File: config.mk
export PLATFORM = sky130hd
export DESIGN_NAME = reg_row_bank
export DESIGN_NICKNAME = d
export VERILOG_FILES = /design/src/rtl/reg_row_pkg.sv /design/src/rtl/reg_row_mem.sv /design/src/rtl/reg_row_bank.sv
export SDC_FILE = /design/constraint.sdc
export NUM_CORES = 1
export LEC_CHECK = 0
export CAP_MARGIN = 20
export CORE_ASPECT_RATIO = 1.2
export CORE_UTILIZATION = 61
export DETAILED_ROUTE_END_ITERATION = 8
export GPL_TIMING_DRIVEN = 0
export PLACE_DENSITY = 0.81
export RECOVER_POWER = 25
export SLEW_MARGIN = 20
export SYNTH_ARGS = -nofsm -noshare
export SYNTH_HDL_FRONTEND = slang
export SYNTH_SLANG_ARGS = --single-unit
File: constraint.sdc
create_clock -name clk -period 1.8 [get_ports clk]
set_input_delay 0.18 -clock clk [delete_from_list [all_inputs] [get_ports clk]]
set_output_delay 0.18 -clock clk [all_outputs]
set_load 0.05 [all_outputs]
File: src/rtl/reg_row_pkg.sv
// Shared definitions for the register-snapshot row bank and its store controller.
package reg_row_pkg;

  // Burst sequencer states
  localparam logic [1:0] S_IDLE      = 2'd0;
  localparam logic [1:0] S_BURST     = 2'd1;
  localparam logic [1:0] S_WAIT_DONE = 2'd2;

  // Default burst geometry, kept in step with the store controller
  localparam logic [3:0] DEF_BASE_ROW   = 4'b1000;
  localparam int         DEF_BURST_ROWS = 4;

  // Row expected after idx rows of a burst have been accepted
  function automatic logic [3:0] burst_row(input logic [3:0] base, input logic [3:0] idx);
    return base + idx;
  endfunction

endpackage

File: src/rtl/reg_row_mem.sv
// 16-row snapshot array: one write port, one registered read port, async clear.
module reg_row_mem #(
  parameter int DATA_W = 32
) (
  input  logic              clk,
  input  logic              rst_n,
  input  logic              we,
  input  logic [3:0]        waddr,
  input  logic [DATA_W-1:0] wdata,
  input  logic              rd_en,
  input  logic [3:0]        rd_addr,
  output logic [DATA_W-1:0] rd_data,
  output logic              rd_valid
);

  logic [DATA_W-1:0] mem [16];

  // Row storage; the whole array clears on reset
  always_ff @(posedge clk or negedge rst_n) begin
    if (!rst_n) begin
      for (int i = 0; i < 16; i++) mem[i] <= '0;
    end else if (we) begin
      mem[waddr] <= wdata;
    end
  end

  // Registered read; a same-edge write to the row is not yet visible (old data returned)
  always_ff @(posedge clk or negedge rst_n) begin
    if (!rst_n) begin
      rd_data  <= '0;
      rd_valid <= 1'b0;
    end else begin
      rd_valid <= rd_en;
      if (rd_en) rd_data <= mem[rd_addr];
    end
  end

endmodule

File: src/rtl/reg_row_bank.sv
// Row bank downstream of the store controller: stores rows, checks burst order,
// counts good bursts and flags sequence errors.
//
//  state       | meaning
//  S_IDLE      | no burst open; waiting for a write to BASE_ROW
//  S_BURST     | idx rows accepted; next cycle must write BASE_ROW+idx
//  S_WAIT_DONE | all rows written; waiting for rising edge of done
module reg_row_bank
  import reg_row_pkg::*;
#(
  parameter int         DATA_W     = 32,
  parameter logic [3:0] BASE_ROW   = DEF_BASE_ROW,
  parameter int         BURST_ROWS = DEF_BURST_ROWS,
  parameter int         CNT_W      = 8
) (
  input  logic              clk,
  input  logic              rst_n,
  input  logic              writemem,
  input  logic [3:0]        rowaddr,
  input  logic [DATA_W-1:0] wdata,
  input  logic              state_ctrl_done,
  input  logic              rd_en,
  input  logic [3:0]        rd_addr,
  output logic [DATA_W-1:0] rd_data,
  output logic              rd_valid,
  output logic              burst_ok,
  output logic [CNT_W-1:0]  burst_cnt,
  output logic              seq_err,
  input  logic              err_clr
);

  localparam logic [3:0] LAST_IDX = 4'(BURST_ROWS - 1);
  localparam bit         ONE_ROW  = (BURST_ROWS == 1);

  logic [1:0] state, state_nxt;
  logic [3:0] idx, idx_nxt;
  logic       done_q;
  logic       done_rise;
  logic       err_set;
  logic       ok_set;

  assign done_rise = state_ctrl_done & ~done_q;

  reg_row_mem #(.DATA_W(DATA_W)) u_mem (
    .clk      (clk),
    .rst_n    (rst_n),
    .we       (writemem),
    .waddr    (rowaddr),
    .wdata    (wdata),
    .rd_en    (rd_en),
    .rd_addr  (rd_addr),
    .rd_data  (rd_data),
    .rd_valid (rd_valid)
  );

  // Burst order checker; a write in S_WAIT_DONE takes priority over done so
  // ok and error never come from the same cycle
  always_comb begin
    state_nxt = state;
    idx_nxt   = idx;
    err_set   = 1'b0;
    ok_set    = 1'b0;
    case (state)
      S_IDLE: begin
        if (writemem) begin
          if (rowaddr == BASE_ROW) begin
            state_nxt = ONE_ROW ? S_WAIT_DONE : S_BURST;
            idx_nxt   = 4'd1;
          end else begin
            err_set = 1'b1;
          end
        end else if (done_rise) begin
          err_set = 1'b1;
        end
      end
      S_BURST: begin
        if (writemem && !done_rise && rowaddr == burst_row(BASE_ROW, idx)) begin
          idx_nxt = idx + 4'd1;
          if (idx == LAST_IDX) state_nxt = S_WAIT_DONE;
        end else begin
          err_set   = 1'b1;
          state_nxt = S_IDLE;
          idx_nxt   = 4'd0;
        end
      end
      S_WAIT_DONE: begin
        if (writemem) begin
          err_set   = 1'b1;
          state_nxt = S_IDLE;
          idx_nxt   = 4'd0;
        end else if (done_rise) begin
          ok_set    = 1'b1;
          state_nxt = S_IDLE;
          idx_nxt   = 4'd0;
        end
      end
      default: begin
        state_nxt = S_IDLE;
        idx_nxt   = 4'd0;
      end
    endcase
  end

  // FSM, done edge detect, burst counter and sticky error
  always_ff @(posedge clk or negedge rst_n) begin
    if (!rst_n) begin
      state     <= S_IDLE;
      idx       <= 4'd0;
      done_q    <= 1'b0;
      burst_ok  <= 1'b0;
      burst_cnt <= '0;
      seq_err   <= 1'b0;
    end else begin
      state    <= state_nxt;
      idx      <= idx_nxt;
      done_q   <= state_ctrl_done;
      burst_ok <= ok_set;
      if (ok_set && burst_cnt != {CNT_W{1'b1}}) burst_cnt <= burst_cnt + 1'b1;
      seq_err  <= err_set | (seq_err & ~err_clr);
    end
  end

endmodule

Word level (Yosys, flattened, before mapping)
Index checks and enable logic that the tools add are counted.
{"block": "totals", "output_inout_bits": 43, "word_cells": 82, "ff_bits": 562, "in_bits": 46}
{"block": "op_classes", "n_mux": 27, "bitwise": 7, "eq_ne": 10, "reduce_logical": 8, "addsub": 3, "magnitude_cmp": 3}
{"op": "bitwise mux 512 bit", "count": 1}
{"op": "binary-select mux 32 bit (select 4 bit)", "count": 1}
{"op": "demux 32 bit (select 4 bit)", "count": 1}
{"op": "2-to-1 mux 32 bit", "count": 3}
{"op": "2-to-1 mux 4 bit", "count": 5}
{"op": "2-to-1 mux 2 bit", "count": 6}
{"op": "one-hot mux 4 bit (3 select lines)", "count": 1}
{"op": "greater-or-equal comparator 5 bit, second input constant", "count": 2}
{"op": "inverter 4 -> 5 bit", "count": 2}
{"op": "adder 8 x 1 -> 8 bit, second input constant", "count": 1}
{"op": "inequality test 8 bit, second input constant", "count": 1}
{"op": "2-to-1 mux 1 bit", "count": 7}
{"op": "inequality test 3 bit, second input constant", "count": 2}
{"op": "one-hot mux 2 bit (3 select lines)", "count": 1}
{"op": "less-than comparator 5 x 1 -> 1 bit, second input constant", "count": 1}
{"op": "adder 4 x 1 -> 4 bit, second input constant", "count": 1}
{"op": "adder 4 bit, first input constant", "count": 1}
{"op": "equality test 4 x 2 -> 1 bit, second input constant", "count": 1}
{"op": "equality test 4 bit", "count": 1}
{"op": "equality test 4 bit, second input constant", "count": 1}
{"op": "logical AND 1 bit", "count": 4}
{"op": "inequality test 2 bit, second input constant", "count": 2}
{"op": "AND reduction 4 bit", "count": 1}
{"op": "one-hot mux 1 bit (3 select lines)", "count": 1}
{"op": "other kinds (8)", "count": 10}

Depth between registers and ports, before layout
Gate-level depths: netlist (run 1).
{"block": "depth", "word_depth": 8, "ltp_mapped": 7, "ltp_nobuf": 4}

Modules after synthesis
A second synthesis (run 1) with hierarchy kept.
{"block": "hier_totals", "hier_cells": 1557, "hier_area_um2": 24913.9}
{"module": "reg_row_mem", "area_per_inst_um2": 24009.3, "seq_area_each_um2": 13638.1, "cells_per_inst": 1476, "n_inst": 1}
{"module": "reg_row_bank", "area_per_inst_um2": 904.6, "seq_area_each_um2": 425.4, "cells_per_inst": 81, "n_inst": 1}

Worst setup path after synthesis (run 1)
OpenSTA, ideal clock, no wires.
{"block": "synth_timing", "path_kind": "input to register", "start": "input port rd_addr[2]", "end": "register u_mem.rd_data[0]", "setup_ps": 137, "path_buffers": 2, "required_time_ps": 1663, "path_slack_ps": 32, "arrival_time_ps": 1631, "cell_stages": 6, "cell_sequence": "buf_2 buf_2 mux4_2 mux2_2 o22ai_1 a21oi_1"}
{"block": "synth_between", "elab_chain_len": 4}
{"item": "start: declaration", "line": "reg_row_bank.sv:23", "source": "input logic [3:0] rd_addr,"}
{"item": "inverter 4 -> 5 bit (not written as such)", "line": "reg_row_mem.sv:34", "source": "if (rd_en) rd_data <= mem[rd_addr];"}
{"item": "binary-select mux 32 bit (select 4 bit)", "line": "reg_row_mem.sv:34"}
{"item": "2-to-1 mux 32 bit (not written as such) (2 in series)", "line": "reg_row_mem.sv:34"}
{"item": "end signal: assignment", "line": "reg_row_mem.sv:34"}
{"item": "end: declaration", "line": "reg_row_mem.sv:12", "source": "output logic [DATA_W-1:0] rd_data,"}
Every way passes these cells. The select of a mux whose other input is x is not followed.
A chain may end at the register's enable or synchronous reset.

Final worst setup path (run 1)
{"block": "layout_timing", "start": "input port rowaddr[3]", "end": "register u_mem.mem[78] (netlist name)"}
{"block": "layout_between", "elab_chain_len": 6, "elab_cells_between_ends": 7}
{"item": "start: declaration", "line": "reg_row_bank.sv:19", "source": "input logic [3:0] rowaddr,"}
{"item": "inverter 4 -> 5 bit (not written as such) (*)", "line": "reg_row_mem.sv:23", "source": "mem[waddr] <= wdata;"}
{"item": "greater-or-equal comparator 5 bit (not written as such) or less-than comparator 5 x 1 -> 1 bit (tied branches)", "line": "reg_row_mem.sv:23"}
{"item": "logical AND 1 bit (not written as such)", "line": "reg_row_mem.sv:23"}
{"item": "2-to-1 mux 32 bit (not written as such)", "line": "reg_row_mem.sv:23"}
{"item": "demux 32 bit (select 4 bit) (*)", "line": "reg_row_mem.sv:23"}
{"item": "bitwise mux 512 bit (*)", "line": "reg_row_mem.sv:23"}
{"item": "end signal: indexed assignment", "line": "reg_row_mem.sv:23"}
{"item": "end: declaration", "line": "reg_row_mem.sv:16", "source": "logic [DATA_W-1:0] mem [16];"}
Mark *: on every way between the ends. The rest lies on a longest branch, timed or not.

==> results of run 1 <==
-- worst min path at each step --
stage	from	slack (ns)	depth (start not counted)	to
2_1_floorplan	rst_n	-0.12	0	burst_cnt[0]$_DFFE_PN0P_
3_3_place_gp	u_mem.mem[434]$_DFFE_PN0P_	0.47	1	u_mem.mem[434]$_DFFE_PN0P_
3_5_place_dp	rst_n	0.12	1	u_mem.mem[26]$_DFFE_PN0P_
4_1_cts	state_ctrl_done	0.08	1	done_q$_DFF_PN0_
5_1_grt	rst_n	0.13	2	u_mem.mem[29]$_DFFE_PN0P_
6_report	rst_n	0.09	2	u_mem.mem[29]$_DFFE_PN0P_
-- layer usage --
metal	routed length [um]	GRT usage (%)
met4	2886	13.83
met3	3436	6.000
met1	24480	39.87
met2	29950	49.28
met5	8	0
-- cell families (layout without fill, tap and decap cells) --
family	Yosys count	after routing	synth area share (%)
XOR/XNOR	12	12	0.4203
adder cells (fa/ha/maj)	2	2	0.1000
buffers and inverters	140	331	2.762
AND/OR/NAND/NOR	59	59	1.351
AO/OA/AOI/OAI	108	108	2.617
multiplexers	673	673	36.52
flip-flops	562	562	56.23
other	0	1	0
-- flip-flops by register name, indices dropped and copies added, names as in the netlist --
register,flops
state,2
seq_err,1
u_mem.rd_data,32
burst_ok,1
u_mem.rd_valid,1
burst_cnt,8
done_q,1
idx,4
u_mem.mem,512
-- placed cells by master (no fill, tap or decap), types with 10 or more instances in the layout --
cell / Yosys / layout
buf_4: 2 / 12
dlygate4sd2_1: 0 / 42
o22ai_1: 64 / 64
clkbuf_4: 0 / 17
clkbuf_1: 64 / 71
clkbuf_16: 0 / 55
mux4_2: 128 / 128
buf_2: 62 / 40
mux2_4: 30 / 30
a21oi_1: 32 / 32
clkinv_2: 0 / 10
mux2_2: 506 / 506
clkdlybuf4s50_1: 0 / 36
dfrtp_1: 562 / 562
clkbuf_8: 0 / 12
-- repair_timing --
| item | in CTS | in global routing |
|---|---|---|
| endpoints found under the setup margin | 268 | 280 |
| endpoints found under the hold margin | 192 | 0 |
| gates resized for setup | 68 | 34 |
| hold buffers | 2 | 0 |
| setup buffers | 0 | 0 |
-- stage by stage --
| step | utilization, % | setup WS (ns) | instance area [sq um] | hold slack (ns) | power (uW) |
|---|---|---|---|---|---|
| finish | 71.19 | -0.04466 | 28570 | 0.09319 | 34960 |
| global route | 71.19 | -0.08653 | 28570 | 0.1291 | 36390 |
| CTS | 70.95 | -0.07740 | 28480 | 0.08485 | 35110 |
| detailed placement | 66.49 | -1.123 | 26690 | 0.1231 | 23830 |
| global placement | 66.06 | -23.17 | 26520 | 0.4682 | 23350 |
| floorplan | - | 0.03204 | 25010 | -0.1156 | 21710 |
-- final cells by class --
class / instances / area [sq um] / share of cell area [%]
Clock inverter: 17 / 173.9 / 0.6086
Timing Repair Buffer: 92 / 983.4 / 3.442
Antenna cell: 1 / 2.502 / 0.008757
Buffer: 137 / 769.5 / 2.693
Clock buffer: 82 / 1598 / 5.592
Sequential cell: 562 / 14060 / 49.22
Tap cell: 533 / 666.9 / 2.334
Inverter: 3 / 11.26 / 0.03941
Multi-Input combinational cell: 854 / 10310 / 36.07
-- worst max-delay path, cell delays in order --
cell and delay (ns):
clkdlybuf4s50_1 0.69, nand2_1 0.27, nor2_2 0.34, buf_2 0.43, mux2_2 0.39
-- where the power goes --
group,switching [uW],internal (uW),leakage (uW)
Sequential,1500,15500,0.00689
Combinational,2730,3900,0.00457
Clock,4800,6550,0.000877
==> results.yml, run 1 <==
run_status:
  run_status: "finished with violations"
  violations_in_the_final_reports: "negative setup slack"
routing:
  drc: 0
  routed_wire_length_per_instance_um: 26.64
  route.antenna.remaining_nets: 0
  wirelength_um: 60760
  drt_pre_antenna_iters: 5
  drt_iter0_drc: 1088
  ratio_of_routed_vias_to_standard_cells: 6.428
  dr_total_vias: 14660
placed_design:
  numPortBuffers: 84
  dp_hpwl_um: 38310
  place.detailed.instances: 2179
  gp_congestion: 0.8154
cts:
  cts_htree_levels: 2
  tritoncts: "done"
  cts_made_buffers: 55
  clk_latency_ns: 0.59
  tritoncts_num_sinks: 562
  cts.root.buffer_cell: "clkbuf_16"
  cts.path.max_buffers: 3
  clk_transition_reported_paths_ns: 0.06
job:
  drv.max_cap_violation_count: 0
synthesis:
  synth.distinct_cells: 46
  number_of_synthesis_warnings: 0
  synthMostInstantiatedCell: "dfrtp_1"
  synth_area_sq_um: 25010
  synthDominantCellAreaShare_pct: 56.23
  ys_seq_area_share_pct: 56.23
  postSynthNetCount: 1604
  ys_flop_type: "dfrtp_1"
  asyncSetResetFlopFracSynth_pct: 100.0
  synth-edff-count: 0
  syn-mean-instance-area_sq_um: 16.07
  synth-seq-cells: 562
  netlist_top_cells_count: "562 x dfrtp_1, 506 x mux2_2, 128 x mux4_2, 64 x clkbuf_1, 64 x o22ai_1"
  synth_top_area_cells: "dfrtp_1 56%, mux2_2 23%, mux4_2 12%"
  synthCells: 1556
  yosys.area.top_type: "dfrtp_1"
timing:
  setup_tns_ns: -0.7215
  slew_viol_final: 0
  fmax_mhz: 542.1
  final_worst_path_period_share_pct: 102.5
  finalClockSkew_ns: 0.007613
  finalWorstPathRequiredPeriod_ns: 1.845
  slew_hr_pct: 24.20
  tightest_slew_ns: 1.137
  rsz0062_at_grt: "yes"
  setup_slack_ns: -0.04466
  finalHoldViolations: 0
  setup_viol_count_final: 24
setup_path:
  crit_start: "rowaddr[3]"
  crit_path_end_kind: "register"
  cp_data_arrival_time_ns: 2.32
  endpoint: "u_mem.mem[78]$_DFFE_PN0P_"
  critical_path.reg2reg.startpoint: "idx[2]$_DFFE_PN0P_"
  worst-r2r-setup-slack_ns: 0.21
  critical_path.max_fanout: 10
  critical_path.startpoint_type: "input port"
  worst_r2r_path_depth: 4
  rr_endpoint: "idx[2]$_DFFE_PN0P_"
  critPathRequiredTime_ns: 2.27
  critPathKind: "input port to register"
cells_and_area:
  fin_cells: 2281
  fillCellCount: 2525
  area_growth_pct: 14.26
  final_net_count: 1753
  fraction_of_final_layout_cells_sized_beyond_drive_strength_1_pct: 48.65
floorplanning:
  vertical_die_dimension_um: 223.8
  rows: 80
  design.die.area_sq_um: 41820
  floorplan.die.width_um: 186.8
  start_util_pct: 62.31
  design.core.area_sq_um: 40140
  ios: 89
power:
  irDropWorstVdd_mv: 0.8522
  cellLeakagePower_uw: 0.01233
  powerDensity_nw_per_um2: 1223
min_path:
  hp-class: "input port to async pin"
grt:
  global_route.overflow_total: 0
  grt_pass1_vias: 16040
  grt_first_pass_wirelength_um: 95070
  track_usage_pct: 30.31
  pin_count_of_the_biggest_net_entering_global_routing: 108
  antenna_found_initial: 2
(Power assumes the default switching activity.)
==> run 2, diff against run 1 <==
--- a/config.mk
+++ b/config.mk
@@ -7,6 +7,7 @@
 export LEC_CHECK = 0
 export CAP_MARGIN = 20
 export CORE_ASPECT_RATIO = 1.2
+export CORE_MARGIN = 2
 export CORE_UTILIZATION = 61
 export DETAILED_ROUTE_END_ITERATION = 8
 export GPL_TIMING_DRIVEN = 0
==> run 2 against run 1 <==
  * The run ends with negative hold slack, negative setup slack left
  * Largest cell class unchanged
  * Non-clock buffer count up 4
  * Via count increased by 0.72%
  * Clock power hardly changed
  * Die area up 2.0%
  * Fmax is 5.1% lower
  * Highest routed layer unchanged
==> results.yml, run 2 (synthesis results as in run 1) <==
run_status:
  run_status: "finished with violations"
  violations_in_the_final_reports: "negative hold slack, negative setup slack"
power:
  power.combinational.fraction_pct: 18.9
  cellLeakagePower_uw: 0.01236
  p_int_uw: 26150
  p_sw_uw: 9007
  pwr-share-clk_pct: 32.8
  irDropWorstVdd_mv: 1.274
  sequentialPowerShare_pct: 48.3
  powerDensity_nw_per_um2: 1229
  power.share.switching_pct: 25.62
setup_path:
  critical_path.startpoint_type: "input port"
  critPathKind: "input port to register"
  cp_data_arrival_time_ns: 2.39
  crit_path_cell_trace: "clkdlybuf4s50_1 -> nand2_1 -> nor2_1 -> buf_2 -> mux2_2"
  crit_path_end_kind: "register"
  max_stage_delay_ns: 0.68
  critPathRequiredTime_ns: 2.25
  critical_path.max_fanout: 10
  critPathSlowestCell: "clkdlybuf4s50_1"
cts:
  cts_made_buffers: 52
  clk_transition_reported_paths_ns: 0.06
  tritoncts: "done"
  tritoncts_num_sinks: 562
  cts.path.max_buffers: 3
  clk_latency_ns: 0.58
  cts.root.buffer_cell: "clkbuf_16"
  post_cts_hold_buffer_count: 6
  cts_htree_levels: 2
  cts_setup_buffers: 0
cells_and_area:
  top_register: "u_mem.mem"
  largest_reg_flops: 512
  fin_cells: 2288
  area_growth_pct: 14.41
  largest_registers: "u_mem.mem (512), u_mem.rd_data (32), burst_cnt (8)"
  final_net_count: 1754
  layout.cells.most_common: "dfrtp_1"
  fraction_of_final_layout_cells_sized_beyond_drive_strength_1_pct: 48.80
  most-common-layout-cells: "562 x dfrtp_1, 506 x mux2_2, 128 x mux4_2"
routing:
  drt_iter0_drc: 1123
  route.antenna.remaining_nets: 0
  ratio_of_routed_vias_to_standard_cells: 6.455
  drc: 0
  routed_wire_length_per_instance_um: 26.83
  dr_total_vias: 14770
  wirelength_um: 61390
  drt_pre_antenna_iters: 7
grt:
  pin_count_of_the_biggest_net_entering_global_routing: 107
  track_usage_pct: 29.84
  grt_pass1_vias: 15870
  global_route.overflow_total: 0
  antenna_found_initial: 2
  grt_first_pass_wirelength_um: 94660
floorplanning:
  design.core.area_sq_um: 40640
  ios: 89
  design.die.area_sq_um: 42640
  start_util_pct: 61.54
  floorplan.die.width_um: 188.8
  vertical_die_dimension_um: 225.8
  rows: 81
timing:
  slew_hr_pct: 18.42
  setup_slack_ns: -0.1429
  fin_worst_hold_slack_ns: -0.1212
  rsz0062_at_grt: "yes"
  tightest_slew_ns: 1.224
  finalClockSkew_ns: 0.01686
  fmax_mhz: 514.7
  setup_viol_count_final: 99
  finalWorstPathRequiredPeriod_ns: 1.943
  final_worst_path_period_share_pct: 107.9
  slew_viol_final: 0
  finalHoldViolations: 65
placed_design:
  gp_congestion: 0.8108
  dp_hpwl_um: 38650
  numPortBuffers: 84
  place.detailed.instances: 2185
job:
  drv.max_cap_violation_count: 0
min_path:
  hp-class: "input port to async pin"
==> run 2: changes by cell type in the layout (fill, tap and decap cells not counted), sizes merged <==
cell and delta:
clkinvlp -1, clkinv +1, inv -3, clkbuf +2
clkdlybuf4s50 +2, dlymetal6s2s -2, bufinv +2
==> run 2: power groups by stage <==
stage	combinational [uW]	clock (uW)	sequential [uW]
after global placement	6350	0	17000
after global routing	7100	12200	17300
after detailed placement	6720	0	17100
final	6640	11500	17000
after CTS	6710	11600	16900
after floorplan	4570	0	17100
==> run 2: critical path: cells and delay by family <==
kind                   cells  cell delay [ns]
muxes                      1             0.40
buffers and inverters      2             1.15
and+or+nand+nor            2             0.65
==> run 2: cell type report <==
| class | count | area (sq um) |
|---|---|---|
| Antenna cell | 1 | 2.502 |
| Buffer | 137 | 775.7 |
| Clock buffer | 80 | 1588 |
| Clock inverter | 16 | 205.2 |
| Fill cell | 2594 | 12030 |
| Inverter | 3 | 11.26 |
| Multi-Input combinational cell | 854 | 10290 |
| Sequential cell | 562 | 14060 |
| Tap cell | 539 | 674.4 |
| Timing Repair Buffer | 96 | 1005 |
==> run 2: repair_timing <==
item	CTS	global route
hold endpoints to repair	118	65
setup endpoints to repair	304	208
gates resized for setup	77	23
==> run 2: path summary, 6_finish.rpt <==
path                       cells after the start                  startpoint  slack [ns]                         end
min in group clk                               4                    writemem        0.12          idx[0]$_DFFE_PN0P_
min reg2reg                                    1  u_mem.mem[433]$_DFFE_PN0P_        0.49  u_mem.mem[433]$_DFFE_PN0P_
min                                            4                       rst_n       -0.12  u_mem.mem[410]$_DFFE_PN0P_
max in group asynchronous                      7                       rst_n        0.25  u_mem.mem[144]$_DFFE_PN0P_
max reg2reg                                    4            done_q$_DFF_PN0_        0.18    burst_cnt[1]$_DFFE_PN0P_
max                                            5                  rowaddr[3]       -0.14   u_mem.mem[90]$_DFFE_PN0P_
==> run 2: per-layer routing <==
layer / global-route usage, % / routed length [um] / vias up
met3: 5.563 / 3970 / 155
li1: - / - / 6122
met5: 0 / 13 / -
met4: 12.75 / 2453 / 2
met1: 39.50 / 24590 / 7951
met2: 48.99 / 30360 / 538
==> run 2: metrics by stage <==
step / setup WS (ns) / power (uW) / utilization (%) / setup TNS (ns) / cell area, sq um
CTS: -0.04282 / 35300 / 70.47 / -0.6779 / 28640
global route: -0.1218 / 36530 / 70.40 / -8.859 / 28610
global placement: -23.06 / 23340 / 65.27 / - / 26520
floorplan: 0.03204 / 21710 / - / 0 / 25010
detailed placement: -1.053 / 23850 / 65.68 / -381.49 / 26690
finish: -0.1429 / 35160 / 70.41 / -5.296 / 28610
==> run 3, diff against run 2 <==
--- a/config.mk
+++ b/config.mk
@@ -13,7 +13,7 @@
 export GPL_TIMING_DRIVEN = 0
 export PLACE_DENSITY = 0.81
 export RECOVER_POWER = 25
-export SLEW_MARGIN = 20
+export SLEW_MARGIN = 0
 export SYNTH_ARGS = -nofsm -noshare
 export SYNTH_HDL_FRONTEND = slang
 export SYNTH_SLANG_ARGS = --single-unit
==> run 3 against run 2 <==
  * The flow still finishes with violations (negative hold slack, negative setup slack)
  * Sequential share of layout area grew 0.13 points
  * Critical path depth is the same
  * Worst setup slack gained 0.059 ns
  * Hold slack lost 0.17 ns
  * Final area down 0.26%
  * First-iteration DRC count fell by 4.6%
  * Clock-buffer cell count increased by 5
  * Register-to-register slack worse by 0.03 ns
  * Non-clock buffer count is 7 lower
  * Combinational power down 0.6%
  * Critical endpoint is now u_mem.mem[80]$_DFFE_PN0P_
  * Largest cell class unchanged
  * Largest power group unchanged
==> results.yml, run 3 (synthesis results as in run 1) <==
setup_path:
  max_stage_delay_ns: 0.70
  timing.critical_path.buf_inv: 2
  crit_path_end_kind: "register"
  crit_path_cell_trace: "clkdlybuf4s50_1 -> nand2_1 -> nor2_2 -> buf_2 -> mux2_2"
  critPathSlowestCell: "clkdlybuf4s50_1"
  critPathKind: "input port to register"
  cp_data_arrival_time_ns: 2.34
  cp_top_family: "buffers and inverters"
  critical_path.max_fanout: 10
  critPathRequiredTime_ns: 2.26
  critical_path.startpoint_type: "input port"
cells_and_area:
  most-common-layout-cells: "562 x dfrtp_1, 506 x mux2_2, 128 x mux4_2"
  largest_registers: "u_mem.mem (512), u_mem.rd_data (32), burst_cnt (8)"
  final_net_count: 1749
  area_growth_pct: 14.12
  largest_reg_flops: 512
  layout.cells.most_common: "dfrtp_1"
  fin_cells: 2285
  top_register: "u_mem.mem"
  fraction_of_final_layout_cells_sized_beyond_drive_strength_1_pct: 48.62
  fillCellCount: 2643
placed_design:
  place.detailed.instances: 2183
  gp_congestion: 0.8108
  numPortBuffers: 84
  dp_hpwl_um: 38300
routing:
  drt_pre_antenna_iters: 5
  ratio_of_routed_vias_to_standard_cells: 6.454
  drc: 0
  routed_wire_length_per_instance_um: 26.53
  drt_iter0_drc: 1071
  dr_total_vias: 14750
  route.antenna.remaining_nets: 0
  wirelength_um: 60630
grt:
  track_usage_pct: 29.29
  grt_pass1_vias: 15630
  global_route.overflow_total: 0
  pin_count_of_the_biggest_net_entering_global_routing: 131
  grt_first_pass_wirelength_um: 93180
  antenna_found_initial: 2
cts:
  cts_made_buffers: 54
  cts_htree_levels: 2
  post_cts_hold_buffer_count: 1
  clk_latency_ns: 0.59
  tritoncts_num_sinks: 562
  cts.path.max_buffers: 3
  cts.root.buffer_cell: "clkbuf_16"
  tritoncts: "done"
  clk_transition_reported_paths_ns: 0.06
timing:
  setup_viol_count_final: 116
  slew_hr_pct: 19.97
  finalWorstPathRequiredPeriod_ns: 1.884
  fin_worst_hold_slack_ns: -0.2953
  slew_viol_final: 0
  setup_slack_ns: -0.08432
  finalClockSkew_ns: 0.01105
  final_worst_path_period_share_pct: 104.7
  fmax_mhz: 530.7
  rsz0062_at_grt: "yes"
  finalHoldViolations: 118
  tightest_slew_ns: 1.201
floorplanning:
  floorplan.die.width_um: 188.8
  rows: 81
  start_util_pct: 61.54
  ios: 89
  vertical_die_dimension_um: 225.8
  design.die.area_sq_um: 42640
  design.core.area_sq_um: 40640
power:
  irDropWorstVdd_mv: 0.8189
  powerDensity_nw_per_um2: 1235
  cellLeakagePower_uw: 0.01233
  finalPower_uw: 35230
run_status:
  run_status: "finished with violations"
  violations_in_the_final_reports: "negative hold slack, negative setup slack"
job:
  drv.max_cap_violation_count: 0
min_path:
  hp-class: "input port to async pin"
## run 3: cell type report
cell class / count / area [sq um] / share of cell area (%)
Multi-Input combinational cell: 854 / 10300 / 36.08
Inverter: 3 / 11.26 / 0.03946
Clock buffer: 85 / 1662 / 5.822
Buffer: 137 / 757.0 / 2.652
Antenna cell: 2 / 5.005 / 0.01754
Clock inverter: 14 / 170.2 / 0.5962
Tap cell: 539 / 674.4 / 2.363
Sequential cell: 562 / 14060 / 49.28
Timing Repair Buffer: 89 / 898.4 / 3.148
## run 3: through the flow
step	instance area, sq um	worst slack, ns	hold slack, ns	TNS (ns)	utilization, %
2_1_floorplan	25010	0.03204	-0.1156	0	-
3_5_place_dp	26640	-1.058	0.3544	-355.20	65.55
6_report	28540	-0.08432	-0.2953	-3.962	70.23
4_1_cts	28490	-0.04484	-0.2548	-0.6453	70.11
3_3_place_gp	26520	-23.06	0.4687	-	65.27
5_1_grt	28530	-0.07054	-0.2221	-1.978	70.21
## run 3: final timing paths
| kind | from | slack [ns] | to | cells after the start |
|---|---|---|---|---|
| max in group asynchronous | rst_n | 0.36 | burst_ok$_DFF_PN0_ | 2 |
| min in group clk | writemem | 0.16 | idx[0]$_DFFE_PN0P_ | 4 |
| max reg2reg | done_q$_DFF_PN0_ | 0.15 | burst_cnt[1]$_DFFE_PN0P_ | 4 |
| min reg2reg | u_mem.mem[433]$_DFFE_PN0P_ | 0.49 | u_mem.mem[433]$_DFFE_PN0P_ | 1 |
| min | rst_n | -0.30 | u_mem.mem[410]$_DFFE_PN0P_ | 1 |
| max | rowaddr[3] | -0.08 | u_mem.mem[80]$_DFFE_PN0P_ | 5 |
## run 3: repair_timing
action,4_1_cts,5_1_grt
hold endpoints to repair,120,118
gates resized for setup,71,24
setup endpoints to repair,308,197
buffers inserted,0,0
## run 3: worst register-to-register path, delay by kind of cell (launching register included)
family        cells  cell delay [ns]
simple gates      3             0.86
flops             1             0.37
mux               1             0.30
## run 3: per-layer routing
| metal | track usage, % | part of all wire (%) | up-vias | routed length, um |
|---|---|---|---|---|
| li1 | - | - | 6134 | - |
| met1 | 38.57 | 40 | 7979 | 24400 |
| met2 | 48.26 | 50 | 478 | 30280 |
| met3 | 5.594 | 6.0 | 154 | 3623 |
| met4 | 12.40 | 3.8 | 2 | 2308 |
| met5 | 0 | 0.020 | - | 12 |
## run 3: power breakdown
part	internal [uW]	switching [uW]
registers	15500	1500
clock network	6880	4770
logic	3880	2720
